===== config.mk =====
export PLATFORM = sky130hd
export DESIGN_NAME = frame_buffer_arbiter
export DESIGN_NICKNAME = d
export VERILOG_FILES = /design/src/rtl/frame_buf_pkg.sv /design/src/rtl/wrap_ptr.sv /design/src/rtl/frame_buffer_arbiter.sv
export SDC_FILE = /design/constraint.sdc
export NUM_CORES = 1
export LEC_CHECK = 0
export BUFFER_PORTS_ARGS = -buffer_cell sky130_fd_sc_hd__buf_4
export CAP_MARGIN = 30
export CORE_ASPECT_RATIO = 1.25
export CORE_MARGIN = 8
export CORE_UTILIZATION = 51
export CTS_CLUSTER_SIZE = 30
export DETAILED_ROUTE_END_ITERATION = 12
export PLACE_DENSITY = 0.75
export SLEW_MARGIN = 10
export SYNTH_ARGS = -nofsm -noshare
export SYNTH_HDL_FRONTEND = slang
export SYNTH_SLANG_ARGS = --single-unit

===== constraint.sdc =====
create_clock -name clock -period 3.38 [get_ports clock]
set_input_delay 0.338 -clock clock [delete_from_list [all_inputs] [get_ports clock]]
set_output_delay 0.338 -clock clock [all_outputs]
set_load 0.02 [all_outputs]

===== src/rtl/frame_buf_pkg.sv =====
// ---------------------------------------------------------------------------
// frame_buf_pkg
// Shared types and default geometry for the frame buffer arbiter.
//   grant_state_e : arbitration state, i.e. the grant being issued this cycle
//   FRAME_DEPTH   : number of words in the frame BRAM
//   FRAME_ADDR_W  : BRAM address width
//   PIX_W         : BRAM word width
// ---------------------------------------------------------------------------
package frame_buf_pkg;

    localparam int FRAME_DEPTH  = 62500;
    localparam int FRAME_ADDR_W = 16;
    localparam int PIX_W        = 8;

    typedef enum logic [1:0] {
        IDLE,
        GNT_WR,
        GNT_RD
    } grant_state_e;

endpackage


===== src/rtl/wrap_ptr.sv =====
// ---------------------------------------------------------------------------
// wrap_ptr
// Address pointer that counts 0..DEPTH-1 and wraps back to 0.
//   clock_i : system clock
//   reset_i : synchronous active-high reset, pointer returns to 0
//   inc_i   : advance the pointer at this edge
//   ptr_o   : current pointer value
//   wrap_o  : one-cycle pulse in the cycle after an advance from DEPTH-1 to 0
// ---------------------------------------------------------------------------
module wrap_ptr #(
    parameter int DEPTH  = 62500,
    parameter int ADDR_W = 16
) (
    input  logic              clock_i,
    input  logic              reset_i,
    input  logic              inc_i,
    output logic [ADDR_W-1:0] ptr_o,
    output logic              wrap_o
);

    localparam logic [ADDR_W-1:0] LAST = ADDR_W'(DEPTH - 1);

    logic [ADDR_W-1:0] ptr_q, ptr_d;
    logic              wrap_q, wrap_d;
    logic              at_last;

    always_comb begin
        at_last = (ptr_q == LAST);
        ptr_d   = ptr_q;
        wrap_d  = 1'b0;
        if (inc_i) begin
            ptr_d  = at_last ? '0 : ptr_q + ADDR_W'(1);
            wrap_d = at_last;
        end
    end

    always_ff @(posedge clock_i) begin
        if (reset_i) begin
            ptr_q  <= '0;
            wrap_q <= 1'b0;
        end else begin
            ptr_q  <= ptr_d;
            wrap_q <= wrap_d;
        end
    end

    assign ptr_o  = ptr_q;
    assign wrap_o = wrap_q;

endmodule


===== src/rtl/frame_buffer_arbiter.sv =====
// ---------------------------------------------------------------------------
// frame_buffer_arbiter
// Shares a single-port frame BRAM between a write requester (deserializer)
// and a read requester (serializer). One grant per cycle, round-robin on
// conflict, occupancy tracking so neither side overruns the other.
//   clock, reset       : system clock, synchronous active-high reset
//   enable             : low blocks new grants; in-flight reads still return
//   wr_req/wr_data     : write request level and data; wr_ack pulses on issue
//   rd_req             : read request level; rd_ack pulses on issue
//   rd_data/rd_valid   : returned read word, rd_valid pulses RD_LAT after ack
//   mem_addr/we/din    : registered BRAM controls; mem_dout is BRAM read data
//   full/empty         : occupancy flags from the registered count
//   wr_wrap/rd_wrap    : pulse alongside the ack that wraps the pointer
// ---------------------------------------------------------------------------
module frame_buffer_arbiter
    import frame_buf_pkg::*;
#(
    parameter int DEPTH  = FRAME_DEPTH,
    parameter int ADDR_W = FRAME_ADDR_W,
    parameter int DATA_W = PIX_W,
    parameter int CNT_W  = 17,
    parameter int RD_LAT = 1
) (
    input  logic              clock,
    input  logic              reset,
    input  logic              enable,
    input  logic              wr_req,
    input  logic [DATA_W-1:0] wr_data,
    output logic              wr_ack,
    input  logic              rd_req,
    output logic              rd_ack,
    output logic [DATA_W-1:0] rd_data,
    output logic              rd_valid,
    output logic [ADDR_W-1:0] mem_addr,
    output logic              mem_we,
    output logic [DATA_W-1:0] mem_din,
    input  logic [DATA_W-1:0] mem_dout,
    output logic              full,
    output logic              empty,
    output logic              wr_wrap,
    output logic              rd_wrap
);

    localparam logic [CNT_W-1:0] CNT_FULL = CNT_W'(DEPTH);
    localparam logic [CNT_W-1:0] CNT_LAST = CNT_W'(DEPTH - 1);
    localparam logic [CNT_W-1:0] CNT_ONE  = CNT_W'(1);

    grant_state_e      state_q, state_d;
    logic              last_rd_q, last_rd_d;
    logic [CNT_W-1:0]  count_q, count_d;
    logic [ADDR_W-1:0] mem_addr_q, mem_addr_d;
    logic              mem_we_q;
    logic [DATA_W-1:0] mem_din_q, mem_din_d;
    logic [DATA_W-1:0] rd_data_q;
    logic [RD_LAT-1:0] rd_pipe_q;
    logic [RD_LAT:0]   rd_taps;
    logic [ADDR_W-1:0] wr_ptr, rd_ptr;
    logic              wr_elig, rd_elig;
    logic              grant_wr, grant_rd;

    assign full  = (count_q == CNT_FULL);
    assign empty = (count_q == '0);

    // The count only moves at the end of an ack cycle, so a grant already in
    // its ack cycle is not yet reflected in full/empty. Block the one extra
    // grant that would otherwise overflow or underflow the buffer.
    always_comb begin
        wr_elig = enable & wr_req & ~full
                & ~((state_q == GNT_WR) && (count_q == CNT_LAST));
        rd_elig = enable & rd_req & ~empty
                & ~((state_q == GNT_RD) && (count_q == CNT_ONE));
    end

    // last_rd_q only changes on a true conflict; a lone requester does not
    // steal the other side's turn.
    always_comb begin
        state_d   = IDLE;
        last_rd_d = last_rd_q;
        if (wr_elig && rd_elig) begin
            if (last_rd_q) begin
                state_d   = GNT_WR;
                last_rd_d = 1'b0;
            end else begin
                state_d   = GNT_RD;
                last_rd_d = 1'b1;
            end
        end else if (wr_elig) begin
            state_d = GNT_WR;
        end else if (rd_elig) begin
            state_d = GNT_RD;
        end
    end

    assign grant_wr = (state_d == GNT_WR);
    assign grant_rd = (state_d == GNT_RD);

    always_comb begin
        mem_addr_d = mem_addr_q;
        mem_din_d  = mem_din_q;
        if (grant_wr) begin
            mem_addr_d = wr_ptr;
            mem_din_d  = wr_data;
        end else if (grant_rd) begin
            mem_addr_d = rd_ptr;
        end
        count_d = count_q;
        case (state_q)
            GNT_WR:  count_d = count_q + CNT_ONE;
            GNT_RD:  count_d = count_q - CNT_ONE;
            default: count_d = count_q;
        endcase
    end

    // Tap 0 is the ack cycle itself; mem_dout is captured at the edge that
    // ends tap RD_LAT-1, and rd_valid is the last tap.
    assign rd_taps = {rd_pipe_q, rd_ack};

    always_ff @(posedge clock) begin
        if (reset) begin
            state_q    <= IDLE;
            last_rd_q  <= 1'b1;
            count_q    <= '0;
            mem_addr_q <= '0;
            mem_we_q   <= 1'b0;
            mem_din_q  <= '0;
            rd_pipe_q  <= '0;
            rd_data_q  <= '0;
        end else begin
            state_q    <= state_d;
            last_rd_q  <= last_rd_d;
            count_q    <= count_d;
            mem_addr_q <= mem_addr_d;
            mem_we_q   <= grant_wr;
            mem_din_q  <= mem_din_d;
            rd_pipe_q  <= rd_taps[RD_LAT-1:0];
            if (rd_taps[RD_LAT-1]) begin
                rd_data_q <= mem_dout;
            end
        end
    end

    wrap_ptr #(
        .DEPTH  (DEPTH),
        .ADDR_W (ADDR_W)
    ) u_wr_ptr (
        .clock_i (clock),
        .reset_i (reset),
        .inc_i   (grant_wr),
        .ptr_o   (wr_ptr),
        .wrap_o  (wr_wrap)
    );

    wrap_ptr #(
        .DEPTH  (DEPTH),
        .ADDR_W (ADDR_W)
    ) u_rd_ptr (
        .clock_i (clock),
        .reset_i (reset),
        .inc_i   (grant_rd),
        .ptr_o   (rd_ptr),
        .wrap_o  (rd_wrap)
    );

    assign wr_ack   = (state_q == GNT_WR);
    assign rd_ack   = (state_q == GNT_RD);
    assign mem_addr = mem_addr_q;
    assign mem_we   = mem_we_q;
    assign mem_din  = mem_din_q;
    assign rd_data  = rd_data_q;
    assign rd_valid = rd_taps[RD_LAT];

endmodule


==> results by group, run 1 <==
CTS
  – Clock transition at the register clock pins on the worst setup and hold paths after CTS: 80 ps
  – Hold bufs inserted after CTS: 0
  – Clock buffer depth: 2
  – TritonCTS Sinks: 88
  – TritonCTS clock tree: built
  – Clock latency on the worst-skew pair: 360 ps
  – Htree depth: 3
  – Cell chosen for the clock root: sky130_fd_sc_hd__clkbuf_8
  – Buffers inserted during post-CTS setup optimization: 0
  – TritonCTS buffer count: 9

Setup path
  – Most frequent CP cell: sky130_fd_sc_hd__nor2_1
  – Endpoint of the worst-slack reg-to-reg timing path: u_rd_ptr.ptr_o[13]
  – Reg-to-reg startpoint: count_q[3]
  – CP arrival: between 3000 and 4000 ps
  – Biggest cell delay along the critical path: 740 ps
  – Cell Chain, Critical Path: or4b_2 -> nor4_4 -> a21oi_1 -> a21o_1 -> inv_1 -> ha_2 -> nand3_1 -> nor2_1 -> nand4_1 -> xor2_1 -> nor2_1
  – Endpoint kind of the worst setup timing path: register
  – Register-to-register setup slack: 190 ps
  – R2R depth: 11
  – Class of the most critical setup path: register to register
  – Crit-path slowest cell: sky130_fd_sc_hd__or4b_2
  – Max FO, Critical Path: 7
  – Data required, critical path: roughly 3600 ps
  – CP startpoint kind: register

Timing
  – Worst Hold Margin: 212 ps
  – Rel. slew slack: 58.3%
  – Worst-case setup margin in the final layout: 185 ps
  – Final Max Tran Viols: 0
  – Crit share post-route: 94.5%
  – Fmax: 313 MHz
  – Unrepaired setup endpoints after global routing: no
  – Transition time at the pin with the least slew margin: 625 ps
  – Count of final setup violators: 0
  – Count of endpoints failing hold in the final timing report: 0
  – Clock Skews: 9.02 ps
  – Min Tclk post-route: 3190 ps
  – Setup total negative slack: 0 ps

Die
  – Number of top-level pins: 61
  – Width of the die: roughly 96 um
  – Die height: approximately 120 um
  – Total die area: 11200 sq um
  – Site Rows: 36
  – Floorplan Core Area: 7840 sq um
  – Initial standard-cell utilization of the core: between 50% and 60%

Finish
  – Share of final-layout standard cells stronger than drive strength 1: 19.2%
  – Area delta synth->final: 19.4%
  – Filler cells: 703
  – Diode insertion count for antenna repair: 0
  – Highest-count cells in the layout ignoring fill and taps: 112 x sky130_fd_sc_hd__nor2_1, 88 x sky130_fd_sc_hd__dfxtp_1, 73 x sky130_fd_sc_hd__buf_4
  – Cell area after layout: 4920 sq um
  – Fin cells: 636
  – Most common cell after layout, fill and taps aside: sky130_fd_sc_hd__nor2_1
  – Number of nets at the end of the flow: 568
  – Core occupancy in the finished layout: 62.8%

Synth
  – Mean Syn Cell Area: roughly 8.6 sq um
  – Warnings, synthesis: 0
  – Total of flip-flops plus latches after synthesis: 88
  – Post-synthesis cell area: 4120 sq um
  – Post-synthesis instance total: 478
  – Unique cell type count in the Yosys netlist: 44
  – Share of synthesized area occupied by flip-flops and latches: between 40% and 50%
  – Synthesized net count: 510

Worst hold path
  – Worst Hold End: mem_din[7]
  – Worst hold path cell count: 3
  – Path class of the lowest-slack min-delay path: primary input to register
  – Hold Crit Start: wr_data[7]

Power
  – Sequential power share: 54.4%
  – Int Pwr: 1.48 mW
  – Final total power: 1.95 mW
  – Clk pwr share: 37.5%
  – Maximum vdd ir drop: 0.000232 V
  – Switching Share: about a quarter
  – Leakage dissipation: 1.88 nW
  – Power density over the cells: 396 nW/um^2
  – Power spent charging and discharging nets: ~470 uW
  – Combinational share of power: 8.1%

Global route
  – Maximum number of pins on one net before global-route repair: 61
  – Global-route wire length before repair: 15900 um
  – Initial antenna violation count: 0
  – Aggregate global-route resource usage: 17.9%
  – Met1 track demand over resource: about a fifth
  – Grt met2 use: 31.3%
  – Global routing's busiest layer: met2
  – Met3 usage: 2.83%
  – Overflow left after global routing: 0
  – Via count of the first global-routing pass: 3384

Place
  – Worst slack after detailed placement: 4.21 ps
  – Cell total after placement: 620
  – Count of input and output buffers: 60
  – Detailed placer's ending HPWL: 7010 um
  – Post-detailed-placement cell area: 4690 sq um
  – GP Congestion: 0.920

Routing
  – DRC violations left: 0
  – Routed via count: 3484
  – Number of detailed-route iterations in the first pass: 4
  – Starting DRC count in detailed routing: 163
  – Routed len/inst: 15.4 um
  – Post-route ant nets: 0
  – Wire length after detailed routing: 9800 um
  – Detailed-route vias per instance: 5.48

Run status
  – Status: completed

Job
  – Number of max-capacitance violations reported: 0
-- area by class of cell --
| class | count | area (sq um) | share of cell area (%) |
|---|---|---|---|
| well taps | 95 | 119 | 2.42 |
| clock inverters | 5 | 56.3 | 1.14 |
| multi-input cells | 353 | 2230 | 45.4 |
| clock buffers | 11 | 141 | 2.87 |
| inverters | 10 | 37.5 | 0.763 |
| repair buffers | 74 | 568 | 11.5 |
| flip-flops and latches | 88 | 1760 | 35.8 |
-- per-layer routing --
layer | part of all wire [%] | wire length (um) | vias up
li1 | - | - | 1740
met1 | 40 | 3960 | 1644
met2 | 52 | 5140 | 77
met3 | 4.2 | 416 | 23
met4 | 2.9 | 280 | 0
met5 | 0 | 0 | -
-- worst max-delay path, delay by kind of cell, from the launching register on --
kind / cells / cell delay, ps
simple gates: 6 / 1830
flops: 1 / 380
compound gates: 2 / 360
fa+ha+maj: 1 / 250
xor+xnor: 1 / 200
buf+inv: 1 / 70
-- kinds of logic (layout without fill, tap and decap cells) --
logic type / after synthesis / in the layout / synth area share, %
buf+inv: 37 / 100 / 3.64
flops: 88 / 88 / 42.8
xor+xnor: 41 / 41 / 8.72
simple gates: 211 / 211 / 25.4
compound gates: 54 / 54 / 7.41
fa+ha+maj: 11 / 11 / 3.34
mux: 36 / 36 / 8.78
-- repair_timing --
item | CTS | global route
endpoints found under the setup margin | 1 | 14
pin swaps | 0 | 0
gates resized for setup | 1 | 4
-- registers in the layout (all words and copies together), names as in the netlist --
name and count:
mem_din 8, mem_we 1, u_wr_ptr.ptr_o 16, count_q 17
rd_data 8, u_rd_ptr.wrap_o 1, rd_valid 1, state_q 2
u_rd_ptr.ptr_o 16, mem_addr 16, last_rd_q 1, u_wr_ptr.wrap_o 1
-- cells in the mapped netlist (all sizes together) --
cell,n,area [sq um]
a21oi,31,155
a211oi,2,15.0
clkbuf,21,78.8
a31oi,2,12.5
or3b,1,8.76
nor3,6,30.0
o22ai,3,18.8
or3,6,37.5
mux2,1,11.3
nand4b,1,8.76
and3b,1,8.76
a21o,1,7.51
inv,10,37.5
xor2,23,201
dfxtp,88,1760
and4b,1,10.0
or4,1,7.51
o2bb2a,1,10.0
or2,1,6.26
or4b,8,87.6
o311ai,1,8.76
nand3b,5,37.5
nor3b,3,22.5
nor2,113,424
nor4,6,37.5
nand2,18,67.6
nand2b,5,31.3
mux2i,35,350
xnor2,18,158
o211ai,2,15.0
and4,2,17.5
nor4b,2,17.5
o2111ai,1,8.76
buf,6,33.8
o21ai,9,45.0
nand3,8,40.0
nor2b,4,25.0
and3,6,37.5
o31a,1,8.76
ha,11,138
nand4,13,81.3
-- power groups by stage --
stage | registers (mW) | clock network [mW] | logic, mW
after detailed placement | 1.08 | 0 | 0.159
after floorplan | 1.09 | 0 | 0.0884
final | 1.06 | 0.729 | 0.158
after global placement | 1.08 | 0 | 0.156
after global routing | 1.06 | 0.793 | 0.173
after CTS | 1.06 | 0.750 | 0.159
-- how the worst max path moves through the flow --
stage / start / endpoint / slack, ps
2_1_floorplan: count_q[7] / u_rd_ptr.ptr_o[10] / 30
3_3_place_gp: count_q[3] / u_rd_ptr.ptr_o[14] / 180
3_5_place_dp: count_q[3] / u_rd_ptr.ptr_o[14] / 4
4_1_cts: count_q[3] / u_rd_ptr.ptr_o[14] / 90
5_1_grt: count_q[10] / u_wr_ptr.ptr_o[8] / 30
6_report: count_q[3] / u_rd_ptr.ptr_o[13] / 190
Power figures use the tool's default switching activity.
==> run 2: changes to the inputs <==
Settings changed: CORE_UTILIZATION 51 to 50, PLACE_DENSITY 0.75 to 0.74.
==> run 2 against run 1 <==
  * Cell count rose by 0.79%
  * First-iteration DRC count fell by 37%
  * Combinational power barely moved
  * Critical path depth rose by 2
  * Sequential cell count did not move
  * Maximum frequency rose by 1.4%
  * Sequential share of layout area fell by 0.24 points
  * Via count rose by 1.1%
  * Global-route usage fell by 0.95 points
  * Worst hold slack got worse by 6.3 ps
  * Critical endpoint is now u_rd_ptr.ptr_o[6]
  * Largest cell class unchanged
==> results by group, run 2 (synthesized netlist as in run 1, its figures left out) <==
Finish
  – Most common cell after layout, fill and taps aside: sky130_fd_sc_hd__nor2_1 (unchanged)
  – Fin cells: 641 (was 636)
  – Flip-flop count of the largest register after layout: 17 (unchanged)
  – Highest-count cells in the layout ignoring fill and taps: 113 x sky130_fd_sc_hd__nor2_1, 88 x sky130_fd_sc_hd__dfxtp_1, 77 x sky130_fd_sc_hd__buf_4 (was 112 x sky130_fd_sc_hd__nor2_1, 88 x sky130_fd_sc_hd__dfxtp_1, 73 x sky130_fd_sc_hd__buf_4)
  – Share of final-layout standard cells stronger than drive strength 1: 19.7% (was 19.2%)
  – Register ranked first by flip-flop count: count_q (unchanged)
  – Diode insertion count for antenna repair: 0 (unchanged)
  – Area delta synth->final: 20.2% (was 19.4%)
  – Number of nets at the end of the flow: 573 (was 568)

Setup path
  – Class of the most critical setup path: register to register (unchanged)
  – Levels on crit path: 13 (was 11)
  – Setup crit start: count_q[10] (was count_q[3])
  – Critical path destination: u_rd_ptr.ptr_o[6] (was u_rd_ptr.ptr_o[13])
  – CP arrival: 3410 ps (was 3450 ps)
  – Cell Chain, Critical Path: or4b_2 -> nor4_4 -> a21oi_1 -> a21o_1 -> buf_4 -> inv_1 -> ha_2 -> nand2_1 -> nor3_1 -> nand4_1 -> nand2b_1 -> buf_4 -> nor2_1 (was or4b_2 -> nor4_4 -> a21oi_1 -> a21o_1 -> inv_1 -> ha_2 -> nand3_1 -> nor2_1 -> nand4_1 -> xor2_1 -> nor2_1)
  – Family of cells with the greatest summed delay on the critical path: simple AND/OR/NAND/NOR gates (unchanged)
  – Register-to-register setup slack: 230 ps (was 190 ps)
  – Reg-to-reg startpoint: count_q[10] (was count_q[3])
  – Endpoint kind of the worst setup timing path: register (unchanged)
  – R2R depth: 13 (was 11)
  – Crit-path slowest cell: sky130_fd_sc_hd__or4b_2 (unchanged)
  – Data required, critical path: 3640 ps (was 3630 ps)
  – Most frequent CP cell: sky130_fd_sc_hd__buf_4 (was sky130_fd_sc_hd__nor2_1)
  – WP buf/inv: 3 (was 1)
  – Endpoint of the worst-slack reg-to-reg timing path: u_rd_ptr.ptr_o[6] (was u_rd_ptr.ptr_o[13])
  – Max FO, Critical Path: 16 (was 7)
  – CP startpoint kind: register (unchanged)
  – Biggest cell delay along the critical path: 650 ps (was 740 ps)

Timing
  – Unrepaired setup endpoints after global routing: no (unchanged)
  – Min Tclk post-route: 3150 ps (was 3190 ps)
  – Rel. slew slack: 59.5% (was 58.3%)
  – Fmax: 317 MHz (was 313 MHz)
  – Clock Skews: 9.85 ps (was 9.02 ps)
  – Count of final setup violators: 0 (unchanged)
  – Final Max Tran Viols: 0 (unchanged)
  – Crit share post-route: 93.2% (was 94.5%)
  – Count of endpoints failing hold in the final timing report: 0 (unchanged)
  – Transition time at the pin with the least slew margin: 608 ps (was 625 ps)
  – Setup total negative slack: 0 ps (unchanged)

Routing
  – Routed via count: 3521 (was 3484)
  – Wire length after detailed routing: 9620 um (was 9800 um)
  – Number of detailed-route iterations in the first pass: 4 (unchanged)
  – Routed len/inst: 15.0 um (was 15.4 um)
  – Post-route ant nets: 0 (unchanged)
  – DRC violations left: 0 (unchanged)
  – Detailed-route vias per instance: 5.49 (was 5.48)
  – Starting DRC count in detailed routing: 103 (was 163)

CTS
  – TritonCTS buffer count: 9 (unchanged)
  – TritonCTS Sinks: 88 (unchanged)
  – TritonCTS clock tree: built (unchanged)
  – Buffers inserted during post-CTS setup optimization: 0 (unchanged)
  – Clock transition at the register clock pins on the worst setup and hold paths after CTS: 90 ps (was 80 ps)
  – Cell chosen for the clock root: sky130_fd_sc_hd__clkbuf_8 (unchanged)
  – Htree depth: 3 (unchanged)
  – Clock latency on the worst-skew pair: 360 ps (about the same)
  – Clock buffer depth: 2 (unchanged)

Global route
  – Maximum number of pins on one net before global-route repair: 61 (unchanged)
  – Initial antenna violation count: 0 (unchanged)
  – Aggregate global-route resource usage: 16.9% (was 17.9%)
  – Via count of the first global-routing pass: 3503 (was 3384)
  – Global-route wire length before repair: 16200 um (was 15900 um)
  – Overflow left after global routing: 0 (unchanged)

Die
  – Width of the die: 97.2 um (was 96.4 um)
  – Site Rows: 37 (was 36)
  – Total die area: 11400 sq um (was 11200 sq um)
  – Die height: 117 um (was 116 um)
  – Initial standard-cell utilization of the core: 50.9% (was 52.6%)
  – Number of top-level pins: 61 (unchanged)
  – Floorplan Core Area: 8100 sq um (was 7840 sq um)

Worst hold path
  – Worst hold path cell count: 3 (unchanged)
  – Path class of the lowest-slack min-delay path: primary input to register (unchanged)
  – Hold Crit Start: mem_dout[3] (was wr_data[7])

Power
  – Leakage dissipation: 1.90 nW (was 1.88 nW)
  – Maximum vdd ir drop: 0.000259 V (was 0.000232 V)
  – Power density over the cells: 385 nW/um^2 (was 396 nW/um^2)
  – Final total power: 1.91 mW (was 1.95 mW)

Run status
  – Status: completed (unchanged)

Place
  – Cell total after placement: 627 (was 620)
  – GP Congestion: 0.925 (was 0.920)
  – Detailed placer's ending HPWL: 6880 um (was 7010 um)
  – Count of input and output buffers: 60 (unchanged)

Job
  – Number of max-capacitance violations reported: 0 (unchanged)
-- run 2: what timing repair did --
| item | CTS | global route |
|---|---|---|
| hold buffers | 0 | 0 |
| hold endpoints to repair | 0 | 0 |
| endpoints found under the setup margin | 0 | 32 |
| gates resized for setup | 0 | 5 |
-- run 2: report_power, final --
group / internal, mW / switching, mW
Combinational: 0.0715 / 0.0890
Sequential: 1.05 / 0.0112
Clock: 0.331 / 0.357
-- run 2: stage by stage --
step | instance area (sq um) | worst slack (ps) | hold WS, ps | util, %
3_5_place_dp | 4750 | 182 | 481 | 58.6
6_report | 4950 | 230 | 206 | 61.1
4_1_cts | 4920 | 174 | 191 | 60.8
5_1_grt | 4950 | 19.2 | 203 | 61.1
2_1_floorplan | 4120 | 27.7 | 466 | -
3_3_place_gp | 4750 | 281 | 474 | 58.6
-- run 2: layout make-up --
cell class | instances | area, sq um
fill | 681 | 3150
multi-input combinational | 353 | 2240
sequential | 88 | 1760
timing repair buffer | 79 | 618
clock buffer | 10 | 128
tap | 97 | 121
clock inverter | 4 | 47.5
inverter | 10 | 37.5
-- run 2: worst min path at each step --
stage | slack, ps | to
finish | 210 | rd_data[3]
floorplan | 470 | u_rd_ptr.ptr_o[14]
global placement | 470 | mem_addr[15]
detailed placement | 480 | mem_addr[15]
CTS | 190 | rd_data[3]
global route | 200 | rd_data[3]
-- run 2: worst min-delay path: stages --
cell                      delay (ps)
sky130_fd_sc_hd__buf_4            70
sky130_fd_sc_hd__mux2i_1          50
sky130_fd_sc_hd__nor2_1           70
-- run 2: routing by layer --
layer  wire (um)  global-route usage (%)  vias to the layer above
li1            -                       -                     1754
met2        5070                    30.6                       77
met5           0                       0                        -
met3         439                    3.88                       19
met1        3860                    17.8                     1671
met4         244                    8.78                        0
